`config.mk`:
```
export PLATFORM = sky130hd
export DESIGN_NAME = exu_stage_ctrl
export DESIGN_NICKNAME = d
export VERILOG_FILES = /design/src/rtl/exu_stage_ctrl.sv
export SDC_FILE = /design/constraint.sdc
export NUM_CORES = 1
export LEC_CHECK = 0
export CORE_ASPECT_RATIO = 0.9
export CORE_MARGIN = 2
export CORE_UTILIZATION = 31
export DETAILED_ROUTE_END_ITERATION = 7
export GPL_TIMING_DRIVEN = 1
export PLACE_DENSITY = 0.61
export SLEW_MARGIN = 10
export SYNTH_ARGS = -nofsm -noshare
export SYNTH_HDL_FRONTEND = slang
export SYNTH_SLANG_ARGS = --single-unit
export TNS_END_PERCENT = 10
```
`constraint.sdc`:
```
create_clock -name clk -period 2 [get_ports clk]
set_clock_uncertainty 0.15 [all_clocks]
set_input_delay 0.3 -clock clk [delete_from_list [all_inputs] [get_ports clk]]
set_output_delay 0.3 -clock clk [all_outputs]
set_load 0.02 [all_outputs]
```
`src/rtl/exu_stage_ctrl.sv`:
```
// EX-stage sequencer: ID/WB handshakes, ID_EX load enable, MDU start/done/timeout, ebreak halt.
// Optional performance counters are compiled in when EXU_PERF_CNT_EN is defined.
module exu_stage_ctrl #(
    parameter int MDU_TIMEOUT = 64,
    parameter int CNT_W       = 7
) (
    input  logic        clk,
    input  logic        rst,
    input  logic        id_valid,
    input  logic        id_multi,
    input  logic        id_ebreak,
    output logic        id_ready,
    output logic        ex_ld_en,
    input  logic        flush,
    output logic        mdu_start,
    output logic        mdu_abort,
    input  logic        mdu_done,
    output logic        ex_valid,
    input  logic        ex_ready,
    output logic        ex_err,
    output logic        retire,
    output logic        halted
`ifdef EXU_PERF_CNT_EN
    ,
    output logic [31:0] perf_retired,
    output logic [31:0] perf_stall
`endif
);

    typedef enum logic [1:0] {IDLE, EXEC, MDU_WAIT, HALT} state_t;

    localparam logic [CNT_W-1:0] CNT_LAST = CNT_W'(MDU_TIMEOUT - 1);

    state_t           state, state_nx;
    logic             ebreak_q, ebreak_nx;
    logic             start_q, start_nx;
    logic             err_q, err_nx;
    logic [CNT_W-1:0] cnt, cnt_nx;
    logic             timeout;

    assign timeout = (cnt == CNT_LAST);

    always_ff @(posedge clk) begin
        if (rst) begin
            state    <= IDLE;
            ebreak_q <= 1'b0;
            start_q  <= 1'b0;
            err_q    <= 1'b0;
            cnt      <= '0;
        end else begin
            state    <= state_nx;
            ebreak_q <= ebreak_nx;
            start_q  <= start_nx;
            err_q    <= err_nx;
            cnt      <= cnt_nx;
        end
    end

    always_comb begin
        state_nx  = state;
        ebreak_nx = ebreak_q;
        start_nx  = 1'b0;
        err_nx    = err_q;
        cnt_nx    = cnt;
        id_ready  = 1'b0;
        mdu_abort = 1'b0;
        retire    = 1'b0;

        case (state)
            IDLE: id_ready = ~flush;
            EXEC: begin
                if (flush) begin
                    state_nx = IDLE;
                    err_nx   = 1'b0;
                end else if (ex_ready) begin
                    retire = 1'b1;
                    err_nx = 1'b0;
                    // A retiring ebreak must not pull in a successor it would then drop.
                    if (ebreak_q) begin
                        state_nx = HALT;
                    end else begin
                        id_ready = 1'b1;
                        state_nx = IDLE;
                    end
                end
            end
            MDU_WAIT: begin
                if (flush) begin
                    state_nx  = IDLE;
                    mdu_abort = 1'b1;
                end else if (mdu_done) begin
                    state_nx = EXEC;
                    err_nx   = 1'b0;
                end else if (timeout) begin
                    state_nx  = EXEC;
                    err_nx    = 1'b1;
                    mdu_abort = 1'b1;
                end else begin
                    cnt_nx = cnt + CNT_W'(1);
                end
            end
            default: ;
        endcase

        if (id_valid && id_ready) begin
            state_nx  = id_multi ? MDU_WAIT : EXEC;
            ebreak_nx = id_ebreak;
            start_nx  = id_multi;
            cnt_nx    = '0;
            err_nx    = 1'b0;
        end

        // The MDU is reset by the same rst, so no abort is issued during reset.
        if (rst) begin
            id_ready  = 1'b0;
            mdu_abort = 1'b0;
            retire    = 1'b0;
        end
    end

    assign ex_ld_en  = id_valid & id_ready;
    assign mdu_start = start_q;
    assign ex_valid  = (state == EXEC);
    assign ex_err    = err_q;
    assign halted    = (state == HALT);

`ifdef EXU_PERF_CNT_EN
    always_ff @(posedge clk) begin
        if (rst) begin
            perf_retired <= '0;
            perf_stall   <= '0;
        end else if (state != HALT) begin
            perf_retired <= perf_retired + {31'd0, retire};
            perf_stall   <= perf_stall + {31'd0, (state == MDU_WAIT) || ((state == EXEC) && !ex_ready)};
        end
    end
`endif

endmodule
```
# [Yosys cells after proc, flatten, opt, wreduce, memory -nomap -nowiden]
# Cells that the tools add are included.
[totals] register_bits=12 output_inout_bits=8 wordCells=58
[classes] add_sub_neg=1 n_eq_ne=9 muxes=29 bitwise=5 reduce_logical=9
[ops] operator="two-way mux 1 bit" n=18
[ops] operator="two-way mux 2 bit" n=8
[ops] operator="AND reduction 4 bit" n=2
[ops] operator="adder 7 x 1 -> 7 bit (second input constant)" n=1
[ops] operator="== test 7 x 6 -> 1 bit (second input constant)" n=1
[ops] operator="inequality test 5 bit (second input constant)" n=1
[ops] operator="== test 2 bit (second input constant)" n=2
[ops] operator="inequality test 4 x 2 -> 1 bit (second input constant)" n=1
[ops] operator="NOT 1 bit" n=4
[ops] operator="case mux 1 bit (2 select lines)" n=2
[ops] operator="case mux 2 bit (2 select lines)" n=1
[ops] operator="OR reduction 2 bit" n=2
[ops] operator="inequality test 3 x 2 -> 1 bit (second input constant)" n=1
[ops] operator="inequality test 3 bit (second input constant)" n=1
[ops] operator="AND reduction 3 bit" n=1
[ops] operator="nonzero test 3 bit" n=1
[ops] operator="== test 2 x 1 -> 1 bit (second input constant)" n=1
[ops] operator="logical NOT 2 bit" n=1
[ops] operator="inequality test 2 bit (second input constant)" n=1
[ops] operator="nonzero test 2 bit" n=1
[ops] operator="bitwise AND 1 bit" n=1
[ops] operator="logical AND 1 bit" n=1

# [Logic depth before layout (Yosys ltp)]
# Gate-level depths: netlist (run 1).
[logic_depth] word_depth=7 mapped_depth=5 depth_no_buf=5

# [Worst setup path before layout (run 1)]
# No wires, ideal clock.
[synth_path] path_type="reg-to-output" from="register ebreak_q" to="output ex_ld_en" t_arrival_ns=1.527 required_time_ns=1.550 setup_slack_ns=0.023 path_stages_with_launch=4 path_buffers=0 path_cell_list="dfxtp_1 > nand2b_1 > a2111oi_2 > and2_1"
[synth_via] elab_chain_len=6
[synth_rtl] element="start: declaration" line="35" text="logic ebreak_q, ebreak_nx;"
[synth_rtl] element="start signal: assignment" line="52" text="ebreak_q <= ebreak_nx;"
[synth_rtl] element="two-way mux 1 bit" line="79" text="if (ebreak_q) begin"
[synth_rtl] element="two-way mux 1 bit" line="75" text="end else if (ex_ready) begin"
[synth_rtl] element="two-way mux 1 bit" line="72" text="if (flush) begin"
[synth_rtl] element="case mux 1 bit (2 select lines)" line="69" text="case (state)"
[synth_rtl] element="two-way mux 1 bit" line="114" text="if (rst) begin"
[synth_rtl] element="named net id_ready" line="12" text="output logic id_ready,"
[synth_rtl] element="bitwise AND 1 bit" line="121" text="assign ex_ld_en = id_valid & id_ready;"
[synth_rtl] element="end: declaration" line="13" text="output logic ex_ld_en,"
# The timed path passes the listed nets, and every way through them passes these cells.

# [Final worst setup path (run 1)]
[layout_path] from="input flush" to="register cnt[3]"
[layout_via] elab_chain_len=4 elab_cells_between_ends=6
[layout_rtl] element="start: declaration" line="14" text="input logic flush,"
[layout_rtl] element="two-way mux 1 bit / NOT 1 bit (equally long branches)"
[layout_rtl] element="case mux 1 bit (2 select lines)" line="69"
[layout_rtl] element="logical AND 1 bit" line="105" text="if (id_valid && id_ready) begin"
[layout_rtl] element="OR reduction 2 bit (no line)"
[layout_rtl] element="end signal: assignment" line="55" text="cnt <= cnt_nx;"
[layout_rtl] element="end: declaration" line="38" text="logic [CNT_W-1:0] cnt, cnt_nx;"
# Several ways; a longest one is shown, not always the timed one.
# A chain may end at the register's enable or synchronous reset.

==> results.toml, run 1 <==
[route]
drcViolationCount = 0
finalWirelength_um = 1900
dr.pass1.iters = 3
detail_route.iter0.violations = 8
viasPerCell = 5.07
post_drt_wl_per_cell_um = 13.0
vias = 740
postRouteAntennaNets = 0

[finish]
insertedDiodeCount = 0
filler_cell_count = 209
finalNetCount = 129
drive_above_1_share = 0.353
flow.area_growth_from_synthesis_pct = 58.7
regArea_um2 = 241
multi_input_area_um2 = 450

[critical_path]
cp_cell_sequence = "clkdlybuf4s50_1 -> buf_4 -> nor3b_4 -> nand4_1 -> or4_1 -> a21oi_1"
cpPeakStageDelay_ns = 0.47
worst-endpoint-required_ns = 2.06
timing_worst_setup_path_type = "primary input to flop"
timing.critical_path.from_type = "primary input"
worst-endpoint-arrival_ns = 1.99
worst_path_max_delay_cell = "sky130_fd_sc_hd__clkdlybuf4s50_1"
timing.critical_path.fanout_max = 9
critPathCaptureType = "flop"
cp_num_buf_inv = 2
cp_top_family = "simple AND/OR/NAND/NOR gates"

[synth]
synth_enable_flop_cells = 0
synth_top_area_cell = "sky130_fd_sc_hd__dfxtp_1"
synth-seq-cells = 12
yosysUniqueCellTypes = 39
yosys.area.top_type_share = 0.349
synthTopCellsByCount = "sky130_fd_sc_hd__dfxtp_1, sky130_fd_sc_hd__nor2_1, sky130_fd_sc_hd__a21oi_1, sky130_fd_sc_hd__nand2_1"
synthesis.nets = 89
synth.top_cells.by_area = "sky130_fd_sc_hd__dfxtp_1, sky130_fd_sc_hd__nor2_1, sky130_fd_sc_hd__a2111oi_2, sky130_fd_sc_hd__xor2_1, sky130_fd_sc_hd__a21oi_1"
syn-mean-instance-area_um2 = 8.60
ys.flop_type = "sky130_fd_sc_hd__dfxtp_1"
yosysSeqAreaShare = 0.349
synthesis.area_um2 = 688
count_leader_synth = "sky130_fd_sc_hd__dfxtp_1"
yosysWarnings = 0
post_syn_instances = 80
post_synthesis_async_set_or_reset_flop_share = 0

[floorplan]
fp.dieW_um = 53.7
die_h_um = 48.7
die_area_mm2 = 0.00261
start_util = 0.321
design.core.area_mm2 = 0.00214
ports = 16
num_rows = 16

[timing]
finalSetupTns_ns = 0
f_max_ghz = 0.517
hold_viol = 0
post-route-min-period_ns = 1.93
setup_violating_endpoint_count_in_the_final_report = 0
worst_tran_pin_value_ns = 0.407
fin_max_slew_vios = 0
period_share = 0.967
max_slew_margin = 0.728
grt_setup_unrepaired = "true"

[run]
max_cap_viol_count = 0

[clocking]
cts_root_buf = "sky130_fd_sc_hd__clkbuf_4"
cts_tree = "built"
clock_tree.buffer_depth = 2
cts.sinks = 12
hold_buffers = 0
clock_insertion_delay_worst_skew_ns = 0.28
cts_inserted_buffers = 3
ctsHtreeMaxLevel = 1
path_clk_slew_ns = 0.08

[power]
power_density_mw_per_mm2 = 514
power.total_uw = 561
power.static_leakage_uw = 0.000452
ir_drop_uv = 376

[outcome]
status = "complete, no violations"

[global_routing]
grt_remaining_overflow = 0
globalRouteTotalUtil = 0.171
grt_pass1_vias = 751
wire_length_of_the_first_global_routing_pass_um = 3350
grt_max_degree = 10
antenna_violations_before_repair = 0

[placement]
gp_congestion = 0.743
post-dp-hpwl_um = 1430
io_buffer_count = 15

[worst_hold_path]
min-delay-path-class = "flop to flop"
==> final cells by class <==
cell class,instances,share of cell area
Timing Repair Buffer,39,0.289
Clock buffer,4,0.0332
Tap cell,27,0.0309
Inverter,4,0.0137
Sequential cell,12,0.221
Multi-Input combinational cell,60,0.412
==> kinds of logic (layout without fill, tap and decap cells) <==
family | after synthesis | after routing | synth area share
AOI/OAI and AO/OA | 22 | 22 | 0.255
xor gates and xnor gates | 3 | 3 | 0.0382
adders and majority gates | 1 | 1 | 0.0182
buffers and inverters | 8 | 47 | 0.0491
DFF | 12 | 12 | 0.349
muxes | 1 | 1 | 0.0145
and+or+nand+nor | 33 | 33 | 0.276
==> through the flow <==
step           cells  setup slack (ns)   util  hold WS (ns)  area (µm²)
3_3_place_gp     140            -0.481  0.475         0.305        1020
6_report         146            0.0666  0.510         0.320        1090
4_1_cts          145           -0.0368  0.492         0.323        1050
5_1_grt          146           -0.0347  0.510         0.361        1090
3_5_place_dp     140            -0.549  0.475         0.310        1020
2_1_floorplan     80            0.0234      -         0.229         688
==> final timing paths <==
kind | slack [ns] | cells after the start | to | start
max | 0.07 | 6 | cnt[3] | flush
max reg2reg | 0.16 | 5 | cnt[3] | state[1]
min reg2reg | 0.32 | 1 | cnt[6] | cnt[6]
min | 0.32 | 1 | cnt[6] | cnt[6]
==> flip-flops by register name (all words and copies together) (netlist names) <==
name	cells
cnt	7
mdu_start	1
ebreak_q	1
ex_err	1
state	2
==> report_power, final <==
group / total (µW) / switching (µW) / internal, µW
clock: 197 / 86.7 / 111
sequential: 250 / 6.43 / 244
combinational: 114 / 53.5 / 60.7
==> routing by layer <==
metal  vias up  global-route usage  routed length (µm)
li1        383                   -                   -
met1       344               0.206                 816
met2        13               0.289                 978
met3         0              0.0648                 100
met4         0              0.0256                   0
met5         -                   0                   0
==> placed cells by master (no fill, tap or decap), drive strengths merged, types with 2 or more instances in the layout <==
cell type	synthesis	routed
or4	2	2
dlygate4sd2	0	2
nand2	4	4
xor2	3	3
and2	3	3
o21ai	2	2
clkbuf	1	4
nor2b	2	2
dfxtp	12	12
a21oi	5	5
buf	3	28
inv	4	4
a221oi	2	2
nor3	3	3
o21bai	2	2
clkdlybuf4s50	0	8
a2111oi	2	2
nor2	9	9
==> repair_timing <==
| action | CTS | global route |
|---|---|---|
| setup buffers | 1 | 1 |
| endpoints found under the setup margin | 6 | 11 |
| pin swaps | 2 | 4 |
| resized for setup | 22 | 8 |
Power figures use the tool's default switching activity.
==> inputs of run 2 (changes only) <==
- CORE_ASPECT_RATIO: 0.9 -> 1.25
- clock period: 2 -> 2.3 ns (I/O delays scaled with it)
==> results.toml, run 2 (synthesized netlist as in run 1, its figures left out) <==
[clocking]
clock_tree.buffer_depth = 2
post_cts_buffers = 0
ctsHtreeMaxLevel = 1
cts_root_buf = "sky130_fd_sc_hd__clkbuf_4"
cts_inserted_buffers = 3
cts_tree = "built"
clock_insertion_delay_worst_skew_ns = 0.27
cts.sinks = 12
path_clk_slew_ns = 0.08

[global_routing]
wire_length_of_the_first_global_routing_pass_um = 2990
grt_max_degree = 14
antenna_violations_before_repair = 0
grt_remaining_overflow = 0
globalRouteTotalUtil = 0.150
grt_pass1_vias = 716

[run]
max_cap_viol_count = 0

[floorplan]
die_h_um = 56.7
start_util = 0.322
ports = 16
fp.dieW_um = 46.1
num_rows = 19
die_area_mm2 = 0.00261
design.core.area_mm2 = 0.00214

[critical_path]
timing.critical_path.from_type = "primary input"
critPathCaptureType = "output pin"
crit-reg2reg-launch = "cnt[1]"
timing.critical_path.fanout_max = 2
setup.worst_path.start = "ex_ready"
worst-endpoint-required_ns = 1.80
worst-endpoint-arrival_ns = 1.69
timing_worst_setup_path_type = "primary input to output pin"

[timing]
max_slew_margin = 0.721
fin_max_slew_vios = 0
postLayoutSetupSlackWorst_ns = 0.113
worst_tran_pin_value_ns = 0.418
grt_setup_unrepaired = "false"
hold_viol = 0
f_max_ghz = 0.457
setup_violating_endpoint_count_in_the_final_report = 0
period_share = 0.951
post-route-min-period_ns = 2.19

[finish]
reg_top3 = "cnt (7), state (2)"
final_cell_mix = "sky130_fd_sc_hd__buf_4, sky130_fd_sc_hd__dfxtp_1, sky130_fd_sc_hd__clkdlybuf4s50_1"
layout_commonest_cell = "sky130_fd_sc_hd__buf_4"
stdcell_area_um2 = 971
regMostFlops = "cnt"
multi_input_area_um2 = 414
filler_cell_count = 209
flow.area_growth_from_synthesis_pct = 41.1
drive_above_1_share = 0.239
insertedDiodeCount = 0
largest_register_ff_count = 7
finalNetCount = 119
regArea_um2 = 240

[route]
finalWirelength_um = 1690
post_drt_wl_per_cell_um = 13.0
drcViolationCount = 0
dr.pass1.iters = 4
viasPerCell = 5.43
vias = 706
detail_route.iter0.violations = 10
postRouteAntennaNets = 0

[placement]
post-dp-hpwl_um = 1340
gp_congestion = 0.780
placedInstanceArea_um2 = 951
io_buffer_count = 15
post-place-ws_ns = -0.326

[power]
power.static_leakage_uw = 0.000379
power_density_mw_per_mm2 = 485
ir_drop_uv = 322

[worst_hold_path]
hold_path_startpoint = "cnt[6]"
min-delay-path-class = "flop to flop"

[outcome]
status = "complete, no violations"
## run 2: metal layers
metal | share of wire | track usage | vias to the layer above
li1 | - | - | 360
met1 | 0.43 | 0.175 | 325
met2 | 0.52 | 0.260 | 19
met3 | 0.050 | 0.0386 | 2
met4 | 0.0047 | 0.0367 | 0
met5 | 0 | 0 | -
## run 2: repair_timing
action,in CTS,in global routing
hold buffers,0,0
gates resized for setup,6,5
endpoints found under the setup margin,4,3
hold endpoints to repair,0,0
## run 2: power breakdown
group	total, µW	internal (µW)	switching (µW)
Combinational	81.6	43.9	37.7
Sequential	220	212	8.02
Clock	169	96.1	73.4
## run 2: path summary, 6_finish.rpt
check / to / depth (start not counted) / slack, ns
max: ex_ld_en / 5 / 0.11
min: cnt[6] / 1 / 0.32
max reg2reg: state[0] / 6 / 0.42
min reg2reg: cnt[6] / 1 / 0.32
## run 2: area by class of cell
type                    instances  area share
multi-input cells              60       0.427
flip-flops and latches         12       0.247
repair buffers                 29       0.246
clock buffers                   4      0.0374
well taps                      21      0.0271
inverters                       4      0.0155
## run 2: worst max-delay path: stages
cell                              delay (ns)
sky130_fd_sc_hd__clkdlybuf4s50_1        0.49
sky130_fd_sc_hd__nand2b_1               0.09
sky130_fd_sc_hd__a2111oi_2              0.39
sky130_fd_sc_hd__and2_1                 0.20
sky130_fd_sc_hd__clkbuf_2               0.17
## run 2: stage by stage
stage	TNS [ns]	hold slack, ns	cells	utilization	power [µW]
floorplan	0	0.274	80	-	265
global placement	-0.666	0.307	126	0.444	308
detailed placement	-0.731	0.310	126	0.444	309
CTS	-0.0441	0.327	130	0.460	480
global route	0	0.351	130	0.454	494
finish	0	0.324	130	0.454	471
==> inputs of run 3 (changes only) <==
- GPL_ROUTABILITY_DRIVEN: not set -> 0
- MAX_ROUTING_LAYER: not set -> met4
==> results.toml, run 3 (synthesized netlist as in run 1, its figures left out) <==
[critical_path]
reg2regPathDepth = 6
worst-endpoint-required_ns = 1.80
reg2reg_to = "state[0]"
timing.critical_path.from_type = "primary input"
worst-endpoint-arrival_ns = 1.69
crit-reg2reg-launch = "cnt[1]"
critPathCaptureType = "output pin"
timing_worst_setup_path_type = "primary input to output pin"
worst-r2r-setup-slack_ns = 0.42
timing.critical_path.fanout_max = 2

[clocking]
cts_inserted_buffers = 3
cts_root_buf = "sky130_fd_sc_hd__clkbuf_4"
ctsHtreeMaxLevel = 1
post_cts_buffers = 0
cts.sinks = 12
clock_insertion_delay_worst_skew_ns = 0.27
path_clk_slew_ns = 0.08
clock_tree.buffer_depth = 2
cts_tree = "built"

[route]
drcViolationCount = 0
viasPerCell = 5.45
dr.pass1.iters = 4
vias = 708
postRouteAntennaNets = 0
finalWirelength_um = 1690
post_drt_wl_per_cell_um = 13.0
detail_route.iter0.violations = 7

[timing]
period_share = 0.951
finalSetupTns_ns = 0
grt_setup_unrepaired = "false"
worst_tran_pin_value_ns = 0.418
fin_max_slew_vios = 0
f_max_ghz = 0.457
max_slew_margin = 0.721
post-route-min-period_ns = 2.19
hold_viol = 0
setup_violating_endpoint_count_in_the_final_report = 0

[floorplan]
design.core.area_mm2 = 0.00214
die_h_um = 56.7
start_util = 0.322
fp.dieW_um = 46.1
num_rows = 19
ports = 16
die_area_mm2 = 0.00261

[finish]
filler_cell_count = 209
reg_top3 = "cnt (7), state (2)"
layout_commonest_cell = "sky130_fd_sc_hd__buf_4"
final_cell_count_no_fill = 130
flow.area_growth_from_synthesis_pct = 41.1
final_cell_mix = "sky130_fd_sc_hd__buf_4, sky130_fd_sc_hd__dfxtp_1, sky130_fd_sc_hd__clkdlybuf4s50_1"
insertedDiodeCount = 0
drive_above_1_share = 0.239
regMostFlops = "cnt"
largest_register_ff_count = 7
finalNetCount = 119

[worst_hold_path]
min-delay-path-class = "flop to flop"
hold_path_end = "cnt[6]"
hold_path_startpoint = "cnt[6]"
min_delay_path_depth = 1

[run]
max_cap_viol_count = 0

[placement]
post-dp-hpwl_um = 1340
io_buffer_count = 15
dp_cells = 126

[global_routing]
antenna_violations_before_repair = 0
grt_max_degree = 14
globalRouteTotalUtil = 0.153
grt_remaining_overflow = 0
wire_length_of_the_first_global_routing_pass_um = 2990
grt_pass1_vias = 716

[outcome]
status = "complete, no violations"

[power]
power_density_mw_per_mm2 = 485
power.static_leakage_uw = 0.000379
ir_drop_uv = 322
## run 3: metrics by stage
step | setup slack [ns] | cell area, µm² | power, µW | utilization | hold WS, ns
after detailed placement | -0.326 | 951 | 309 | 0.444 | 0.310
after CTS | -0.0441 | 985 | 480 | 0.460 | 0.327
after floorplan | 0.278 | 688 | 265 | - | 0.274
final | 0.113 | 971 | 471 | 0.454 | 0.326
after global placement | -0.280 | 951 | 308 | 0.444 | 0.307
after global routing | 0.0289 | 971 | 494 | 0.454 | 0.351
## run 3: report_power, final
part	leakage [µW]	total (µW)	switching (µW)	internal [µW]
registers	0.0000971	220	8.02	212
clock network	0.0000210	169	73.3	96.1
logic	0.000261	81.6	37.7	43.9
total	0.000379	471	119	352
## run 3: final cells by class
type,instances,area [µm²],share of cell area
clock buffer,4,36.3,0.0374
inverter,4,15.0,0.0155
multi-input combinational,60,414,0.427
sequential,12,240,0.247
tap,21,26.3,0.0271
timing repair buffer,29,239,0.246
## run 3: metal layers
layer	GRT usage	wire [µm]
met2	0.260	871
met3	0.0386	83
met1	0.175	723
met4	0.0367	9
met5	-	0
## run 3: timing repair
item                       4_1_cts  5_1_grt
pin swaps                        0        0
gates resized for setup          6        5
hold endpoints to repair         0        0
hold buffers                     0        0
setup endpoints to repair        4        3
## run 3: how the worst max path moves through the flow
stage,slack [ns],endpoint,start
after floorplan,0.28,ex_ld_en,ebreak_q
after global placement,-0.28,ex_ld_en,ex_ready
after detailed placement,-0.33,ex_ld_en,ex_ready
after CTS,-0.04,ex_ld_en,ex_ready
after global routing,0.03,ex_ld_en,ex_ready
final,0.11,ex_ld_en,ex_ready
## run 3: worst max-delay path, stage by stage
cell and delay (ns):
sky130_fd_sc_hd__clkdlybuf4s50_1 0.49, sky130_fd_sc_hd__nand2b_1 0.09, sky130_fd_sc_hd__a2111oi_2 0.39, sky130_fd_sc_hd__and2_1 0.20
sky130_fd_sc_hd__clkbuf_2 0.17
